File: config.mk
export PLATFORM = sky130hd
export DESIGN_NAME = flag_unit
export DESIGN_NICKNAME = d
export VERILOG_FILES = /design/src/rtl/flag_unit.sv
export SDC_FILE = /design/constraint.sdc
export NUM_CORES = 1
export LEC_CHECK = 0
export BUFFER_PORTS_ARGS = -buffer_cell sky130_fd_sc_hd__buf_2
export CAP_MARGIN = 10
export CORE_AREA = 2 2 39 41
export DETAILED_ROUTE_END_ITERATION = 16
export DIE_AREA = 0 0 41 43
export PLACE_DENSITY = 0.7
export SKIP_LAST_GASP = 1
export SYNTH_ARGS = -nofsm -noshare
export SYNTH_HDL_FRONTEND = slang
export SYNTH_SLANG_ARGS = --single-unit
File: constraint.sdc
create_clock -name clk -period 3.43 [get_ports clk]
set_input_delay 0 -clock clk [delete_from_list [all_inputs] [get_ports clk]]
set_output_delay 0 -clock clk [all_outputs]
set_load 0.05 [all_outputs]
File: src/rtl/flag_unit.sv
// flag_unit
// Status-flag register with a per-flag write mask, a 4-bit branch condition
// evaluator and an optional LIFO flag stack for interrupt save/restore.
//
// Optional feature macro: FLAG_STACK_EN
//   defined   -> stack storage, count, push/pop and sticky stack_err exist
//   undefined -> push/pop ignored, stack_full=0, stack_empty=1, stack_err=0
//
// Parameters:
//   WIDTH  ALU result width (>=2)
//   DEPTH  flag-stack entries (>=1)
//
// Ports:
//   clk, rst               clock, synchronous active-high reset
//   we, wmask              flag write enable, per-flag mask {z,o,c,s}
//   result, overflow, carry ALU outputs the flags are captured from
//   push, pop              save / restore flags on the stack
//   cond                   condition code evaluated against stored flags
//   zflag..sflag           registered flags
//   cond_true              combinational condition result
//   stack_full/empty/err   stack status; stack_err is sticky until rst
//
// There is no handshake: every request completes in the cycle it is
// presented and its effect is visible after the next rising clk edge.
module flag_unit #(
  parameter int WIDTH = 8,
  parameter int DEPTH = 4
) (
  input  logic             clk,
  input  logic             rst,
  input  logic             we,
  input  logic [3:0]       wmask,
  input  logic [WIDTH-1:0] result,
  input  logic             overflow,
  input  logic             carry,
  input  logic             push,
  input  logic             pop,
  input  logic [3:0]       cond,
  output logic             zflag,
  output logic             oflag,
  output logic             cflag,
  output logic             sflag,
  output logic             cond_true,
  output logic             stack_full,
  output logic             stack_empty,
  output logic             stack_err
);

  localparam int CW = $clog2(DEPTH + 1);
  localparam logic [CW-1:0] DEPTH_C = CW'(DEPTH);

  // Flags packed as {z,o,c,s}, matching the wmask bit order.
  logic [3:0] flags;
  logic [3:0] wr_val;
  logic [3:0] wr_flags;

  always_comb begin
    wr_val   = {(result == '0), overflow, carry, result[WIDTH-1]};
    wr_flags = (flags & ~wmask) | (wr_val & wmask);
  end

  assign zflag = flags[3];
  assign oflag = flags[2];
  assign cflag = flags[1];
  assign sflag = flags[0];

  // Condition evaluation uses only the registered flags.
  always_comb begin
    cond_true = 1'b0;
    case (cond)
      4'd0:  cond_true = 1'b1;
      4'd1:  cond_true = zflag;
      4'd2:  cond_true = !zflag;
      4'd3:  cond_true = cflag;
      4'd4:  cond_true = !cflag;
      4'd5:  cond_true = sflag;
      4'd6:  cond_true = !sflag;
      4'd7:  cond_true = oflag;
      4'd8:  cond_true = !oflag;
      4'd9:  cond_true = cflag & !zflag;
      4'd10: cond_true = !cflag | zflag;
      4'd11: cond_true = (sflag == oflag);
      4'd12: cond_true = (sflag != oflag);
      4'd13: cond_true = !zflag & (sflag == oflag);
      4'd14: cond_true = zflag | (sflag != oflag);
      default: cond_true = 1'b0;
    endcase
  end

`ifdef FLAG_STACK_EN
  // Storage is rounded up to a power of two so the entry index is a plain
  // slice of the count; entries at or beyond DEPTH are never addressed.
  localparam int AW = (DEPTH > 1) ? $clog2(DEPTH) : 1;

  logic [3:0]    stack_mem [0:(1<<AW)-1];
  logic [CW-1:0] count;
  logic [CW-1:0] top_idx;
  logic          err;
  logic          do_push;
  logic          do_pop;

  // Push and pop together cancel: no stack movement and no error.
  assign do_push = push & ~pop;
  assign do_pop  = pop & ~push;
  assign top_idx = count - 1'b1;

  assign stack_full  = (count == DEPTH_C);
  assign stack_empty = (count == '0);
  assign stack_err   = err;

  always_ff @(posedge clk) begin
    if (rst) begin
      flags <= 4'b0000;
      count <= '0;
      err   <= 1'b0;
    end else begin
      // A pop owns the flag register for the cycle; a coincident write is lost.
      if (do_pop) begin
        if (stack_empty) begin
          err <= 1'b1;
        end else begin
          flags <= stack_mem[top_idx[AW-1:0]];
          count <= top_idx;
        end
      end else if (we) begin
        flags <= wr_flags;
      end

      if (do_push) begin
        if (stack_full) begin
          err <= 1'b1;
        end else begin
          count <= count + 1'b1;
        end
      end
    end
  end

  // The pushed entry is the pre-edge flag value, so a same-cycle write only
  // affects the live flags.
  always_ff @(posedge clk) begin
    if (!rst && do_push && !stack_full) begin
      stack_mem[count[AW-1:0]] <= flags;
    end
  end
`else
  logic unused_stack;
  assign unused_stack = &{1'b0, push, pop, DEPTH_C};

  assign stack_full  = 1'b0;
  assign stack_empty = 1'b1;
  assign stack_err   = 1'b0;

  always_ff @(posedge clk) begin
    if (rst) begin
      flags <= 4'b0000;
    end else if (we) begin
      flags <= wr_flags;
    end
  end
`endif

endmodule

==> results of run 1 <==
==> final timing paths <==
kind / to / slack (ns)
hold / removal: flip-flop / 0.03
setup reg to reg: flip-flop / 2.65
hold reg to reg: flip-flop / 0.51
setup / recovery: cond_true / 1.54
==> critical path, stage by stage (launching register included) <==
cell and delay, ns:
dfxtp_1 0.47, xnor2_1 0.16, mux2i_1 0.09, or4b_1 0.47, a31oi_1 0.18, buf_2 0.28
==> Yosys cell counts (all sizes together), types with 2 or more instances <==
library cell and instances:
nand3 3, a21oi 4, conb 2, dfxtp 4, buf 5, nand2 10
clkbuf 2, nor4 2, mux2i 2, nor2 2
==> cell families after synthesis <==
logic type                after synthesis
DFF                                     4
and+or+nand+nor                        25
xor gates and xnor gates                1
AOI/OAI and AO/OA                      12
other                                   2
buffers and inverters                   8
muxes                                   3
==> per-stage QoR <==
stage	hold WS, ns	power (mW)	std cells	setup slack [ns]
6_report	0.0298	0.165	94	1.54
5_1_grt	0.0490	0.177	94	1.43
4_1_cts	0.0233	0.167	94	1.51
3_5_place_dp	0.218	0.107	90	1.77
3_3_place_gp	0.212	0.106	90	1.81
2_1_floorplan	0.0691	0.0926	56	1.10
==> area by class of cell <==
class,instances,area [um2]
Fill cell,158,856
Multi-Input combinational cell,44,267
Timing Repair Buffer,26,135
Sequential cell,4,80.1
Clock buffer,3,22.5
Tap cell,16,20.0
Inverter,1,3.75
==> report_power, final <==
part | switching (mW) | total, mW | internal, mW
Combinational | 0.0347 | 0.0556 | 0.0210
Clock | 0.0186 | 0.0577 | 0.0391
Sequential | 0.00279 | 0.0512 | 0.0484
Total | 0.0561 | 0.165 | 0.108
==> metal layers <==
| layer | global-route usage [%] | share of wire [%] | vias up |
|---|---|---|---|
| met3 | 3.14 | 10 | 2 |
| met5 | 0 | 0 | - |
| met4 | 8.00 | 0.44 | 0 |
| met2 | 18.4 | 48 | 25 |
| li1 | - | - | 240 |
| met1 | 16.8 | 41 | 191 |
==> what timing repair did <==
item,4_1_cts,5_1_grt
setup endpoints to repair,0,0
hold buffers,1,0
endpoints found under the hold margin,4,0
==> summary.md, run 1 <==
| Metric | Value |
|---|---|
| Worst Reg-to-Reg Cells | `2` |
| Final slew viol count | `0` |
| Gpl congestion | `0.679` |
| Critical Path End Type | `output port` |
| Site Rows | `14` |
| IO Pins | `31` |
| TritonRoute pass-1 iters | `3` |
| Seq/Total Area, Yosys | `between 20 and 25%` |
| Die Ht | `43 um` |
| Worst min path class | `in -> reg` |
| Overflow after GRT | `0` |
| Post-synth EDFFs | `0` |
| Syn_area_per_cell | `7.14 um2` |
| WL per Instance | `a little under 10 um` |
| Vias in the first global route | `418` |
| Tot GR Track Use | `13.0%` |
| Crit path kind | `reg -> out` |
| Clock sink count | `4` |
| CTS H-tree depth | `1` |
| Die width | `41 um` |
| Yosys reg bits | `4` |
| Core Util, Final | `38.2%` |
| Dpl hpwl | `719 um` |
| Setup TNS | `0 ns` |
| Vias/cell | `4.87` |
| F_max | `approximately 0.53 GHz` |
| Compound-gate portion of the synthesized area | `20.7%` |
| Final ANT Viol Nets | `0` |
| Top FF cell, synth | `dfxtp_1` |
| Largest family of logic cells by synthesized area | `simple AND/OR/NAND/NOR gates` |
| Xor and xnor area share after synthesis | `2.23%` |
| Leakage | `0.251 nW` |
| Worst VDD drop | `0.000143 V` |
| Initial antenna violation count | `0` |
| Finished Cell Area | `528 um2` |
| Hold Startpoint | `overflow` |
| Area leader, netlist | `dfxtp_1` |
| Arr. time, crit path | `1.89 ns` |
| Mux contribution to synthesized area | `under 10%` |
| Max cap viols | `0` |
| Core ar. | `0.00138 mm2` |
| TritonCTS clock tree | `built` |
| Warnings, synthesis | `0` |
| Worst Skew | `0 ns` |
| Hold-critical path depth | `3` |
| Worst-Skew Late Latency | `0.23 ns` |
| Most common cell after layout, fill and taps aside | `buf_2` |
| Pwr/cell area | `312 mW/mm2` |
| Syn Std Cell Area | `393 um2` |
| Final min period | `1.89 ns` |
| Area growth syn-to-layout | `34.4%` |
| PostCTS Resize Cnt | `0` |
| Worst Path Max Fanout | `8` |
| Global-route wire length before repair | `approximately 1600 um` |
| Critical Path RT | `3.43 ns` |
| Status | `finished, final reports clean` |
| Yosys top cell area share | `roughly a fifth` |
| Final Hold Vio Count | `0` |
| Leading post-synthesis cells by cell area | `dfxtp_1, nand2_1, buf_4` |
| Pin count of the biggest net entering global routing | `12` |
| CP Launch Type | `flip-flop` |
| Fraction of layout cells with a size suffix above 1 | `38.5%` |
| Synth Area in Simple Gates | `34.1%` |
| Die footprint | `between 0.0015 and 0.002 mm2` |
| DRC violations left | `0` |
| Postcts setup bufs | `0` |
| Syn Inst Count | `55` |
| Synth unique cells | `31` |
| CTS clk-pin slew, worst paths | `0.04 ns` |
| Area after DPL | `495 um2` |
| Root Driver | `clkbuf_4` |
| Crit share post-route | `55.0%` |
| Antenna Cells | `0` |
| Most frequent cells in the layout | `buf_2, nand2_1, a21oi_1, dfxtp_1` |
| Asr flop ratio synth | `0%` |
| RSZ-0062 raised after global routing | `no` |
| CTS Buf Count | `3` |
| Adder-cell share of the synthesized area | `0%` |
| Final setup vio count | `0` |
| Final WL | `911 um` |
| Starting Density | `28.4%` |
| CTS Buffer Depth | `2` |
| Via Count | `458` |
| Iter 0 DRT Violations | `5` |
| Port bufs | `25` |
| Nets | `between 100 and 150` |
Note: power is estimated with default switching activity, not from simulation.
==> run 2: changes to the inputs <==
==> constraint.sdc (replaced) <==
create_clock -name clk -period 1.84 [get_ports clk]
set_input_delay 0 -clock clk [delete_from_list [all_inputs] [get_ports clk]]
set_output_delay 0 -clock clk [all_outputs]
set_load 0.05 [all_outputs]
==> run 2 against run 1 <==
Against the previous run: wire length is the same; sequential share of layout area shrank 0.47 points; highest routed layer unchanged; sequential power grew 87%; largest cell class unchanged; largest power group is now combinational logic; critical path type unchanged; register-to-register slack lost 2.0 ns; clock-buffer cell count is the same; design area grew 6.4%; sequential cell count is the same; total power grew 94%.
==> summary.md, run 2 (same netlist as run 1, synthesis figures left out) <==
| Metric | Value |
|---|---|
| Setup TNS | `0 ns` |
| Worst Setup EP | `cond_true` |
| Post-Place Cells | `90` |
| Final WL | `911 um` |
| Antenna Cells | `0` |
| Max cap viols | `0` |
| Die Ht | `between 40 and 50 um` |
| Final slew viol count | `0` |
| Buf/Inv on CP | `1` |
| Core Util, Final | `40.6%` |
| Final ANT Viol Nets | `0` |
| Flop2flop setup slack | `about 0.66 ns` |
| Root Driver | `clkbuf_4` |
| Clock sink count | `4` |
| Vias in the first global route | `368` |
| Final min period | `1.75 ns` |
| Worst Skew | `0 ns` |
| CP Cell Sequence | `xnor2_1, mux2i_1, or4b_1, a31oi_4, buf_6` |
| Starting Density | `28.4%` |
| TritonRoute pass-1 iters | `4` |
| Worst VDD drop | `around 0.00028 V` |
| CTS Buffer Depth | `2` |
| Iter 0 DRT Violations | `4` |
| CTS H-tree depth | `1` |
| F_max | `0.572 GHz` |
| Status | `finished, final reports clean` |
| Final cell count without fillers | `95` |
| Critical Path RT | `about 1.8 ns` |
| TritonCTS clock tree | `built` |
| Gpl congestion | `0.689` |
| Most common cell after layout, fill and taps aside | `buf_2` |
| DRC violations left | `0` |
| Fraction of layout cells with a size suffix above 1 | `between 40% and 50%` |
| Worst min path class | `in -> reg` |
| Pwr/cell area | `568 mW/mm2` |
| Die width | `41 um` |
| Core ar. | `around 0.0014 mm2` |
| Area growth syn-to-layout | `43.0%` |
| Area after DPL | `513 um2` |
| Final setup vio count | `0` |
| Site Rows | `14` |
| Most frequent cells in the layout | `buf_2, nand2_1, a21oi_1` |
| Overflow after GRT | `0` |
| Post-layout worst setup margin | `0.0906 ns` |
| Finished Cell Area | `around 560 um2` |
| CTS Buf Count | `3` |
| Leakage | `roughly 0.26 nW` |
| Vias/cell | `4.87` |
| Slowest stage delay, CP | `0.52 ns` |
| Crit path kind | `reg -> out` |
| Crit path depth | `5` |
| RSZ-0062 raised after global routing | `no` |
| Port bufs | `25` |
| Die footprint | `0.00176 mm2` |
| Tot GR Track Use | `10.5%` |
| Power, Total | `319 uW` |
| CP Launch Type | `flip-flop` |
| WL per Instance | `9.59 um` |
| Worst Path Max Fanout | `8` |
| Final Hold Vio Count | `0` |
| Initial antenna violation count | `0` |
| CTS clk-pin slew, worst paths | `0.04 ns` |
| Worst-Skew Late Latency | `0.23 ns` |
| Largest delay contributor family on the critical path | `simple AND/OR/NAND/NOR gates` |
| Final hold slack | `between 0.015 and 0.02 ns` |
| Global-route wire length before repair | `around 1200 um` |
| Dpl ws | `0.248 ns` |
| Via Count | `463` |
| Dpl hpwl | `731 um` |
| Critical Path End Type | `output port` |
| Worst Reg-to-Reg Cells | `3` |
| IO Pins | `31` |
| Arr. time, crit path | `about 1.8 ns` |
| Slowest cell on crit path | `or4b_1` |
| Crit share post-route | `about 95%` |
| Fillers | `between 100 and 150` |
| Pin count of the biggest net entering global routing | `12` |
| Nets | `104` |
| Postcts setup bufs | `0` |
[run 2: changes by cell type in the layout (fill, tap and decap cells not counted), sizes merged]
cell,previous run,this run
dlygate4sd3,1,2
[run 2: cell type report]
cell class | instances | area (um2) | share of cell area [%]
timing repair buffer | 27 | 151 | 26.9
multi-input combinational | 44 | 282 | 50.1
inverter | 1 | 3.75 | 0.668
sequential | 4 | 82.6 | 14.7
tap | 16 | 20.0 | 3.56
clock buffer | 3 | 22.5 | 4.01
[run 2: how the worst min path moves through the flow]
stage,from,endpoint,depth (start not counted)
final,carry,flip-flop,3
after global routing,carry,flip-flop,3
after CTS,carry,flip-flop,3
after detailed placement,rst,flip-flop,2
after global placement,rst,flip-flop,2
after floorplan,rst,flip-flop,1
[run 2: timing repair]
item,4_1_cts,5_1_grt
endpoints found under the hold margin,4,0
hold buffers,2,0
resized for setup,1,1
endpoints found under the setup margin,1,1
[run 2: power by group]
group	internal [mW]	switching, mW	total (mW)
clock network	0.0729	0.0352	0.108
registers	0.0907	0.00507	0.0958
logic	0.0465	0.0688	0.115
[run 2: routing by layer]
metal | vias up | GRT usage (%) | part of all wire [%]
li1 | 241 | - | -
met1 | 191 | 9.94 | 46
met2 | 29 | 16.9 | 41
met3 | 2 | 2.62 | 11
met4 | 0 | 10.0 | 1.3
met5 | - | 0 | 0
[run 2: worst min-delay path, delay by kind of cell]
family | cells | cell delay (ns)
and+or+nand+nor | 1 | 0.05
AOI/OAI and AO/OA | 1 | 0.05
buffers and inverters | 1 | 0.10
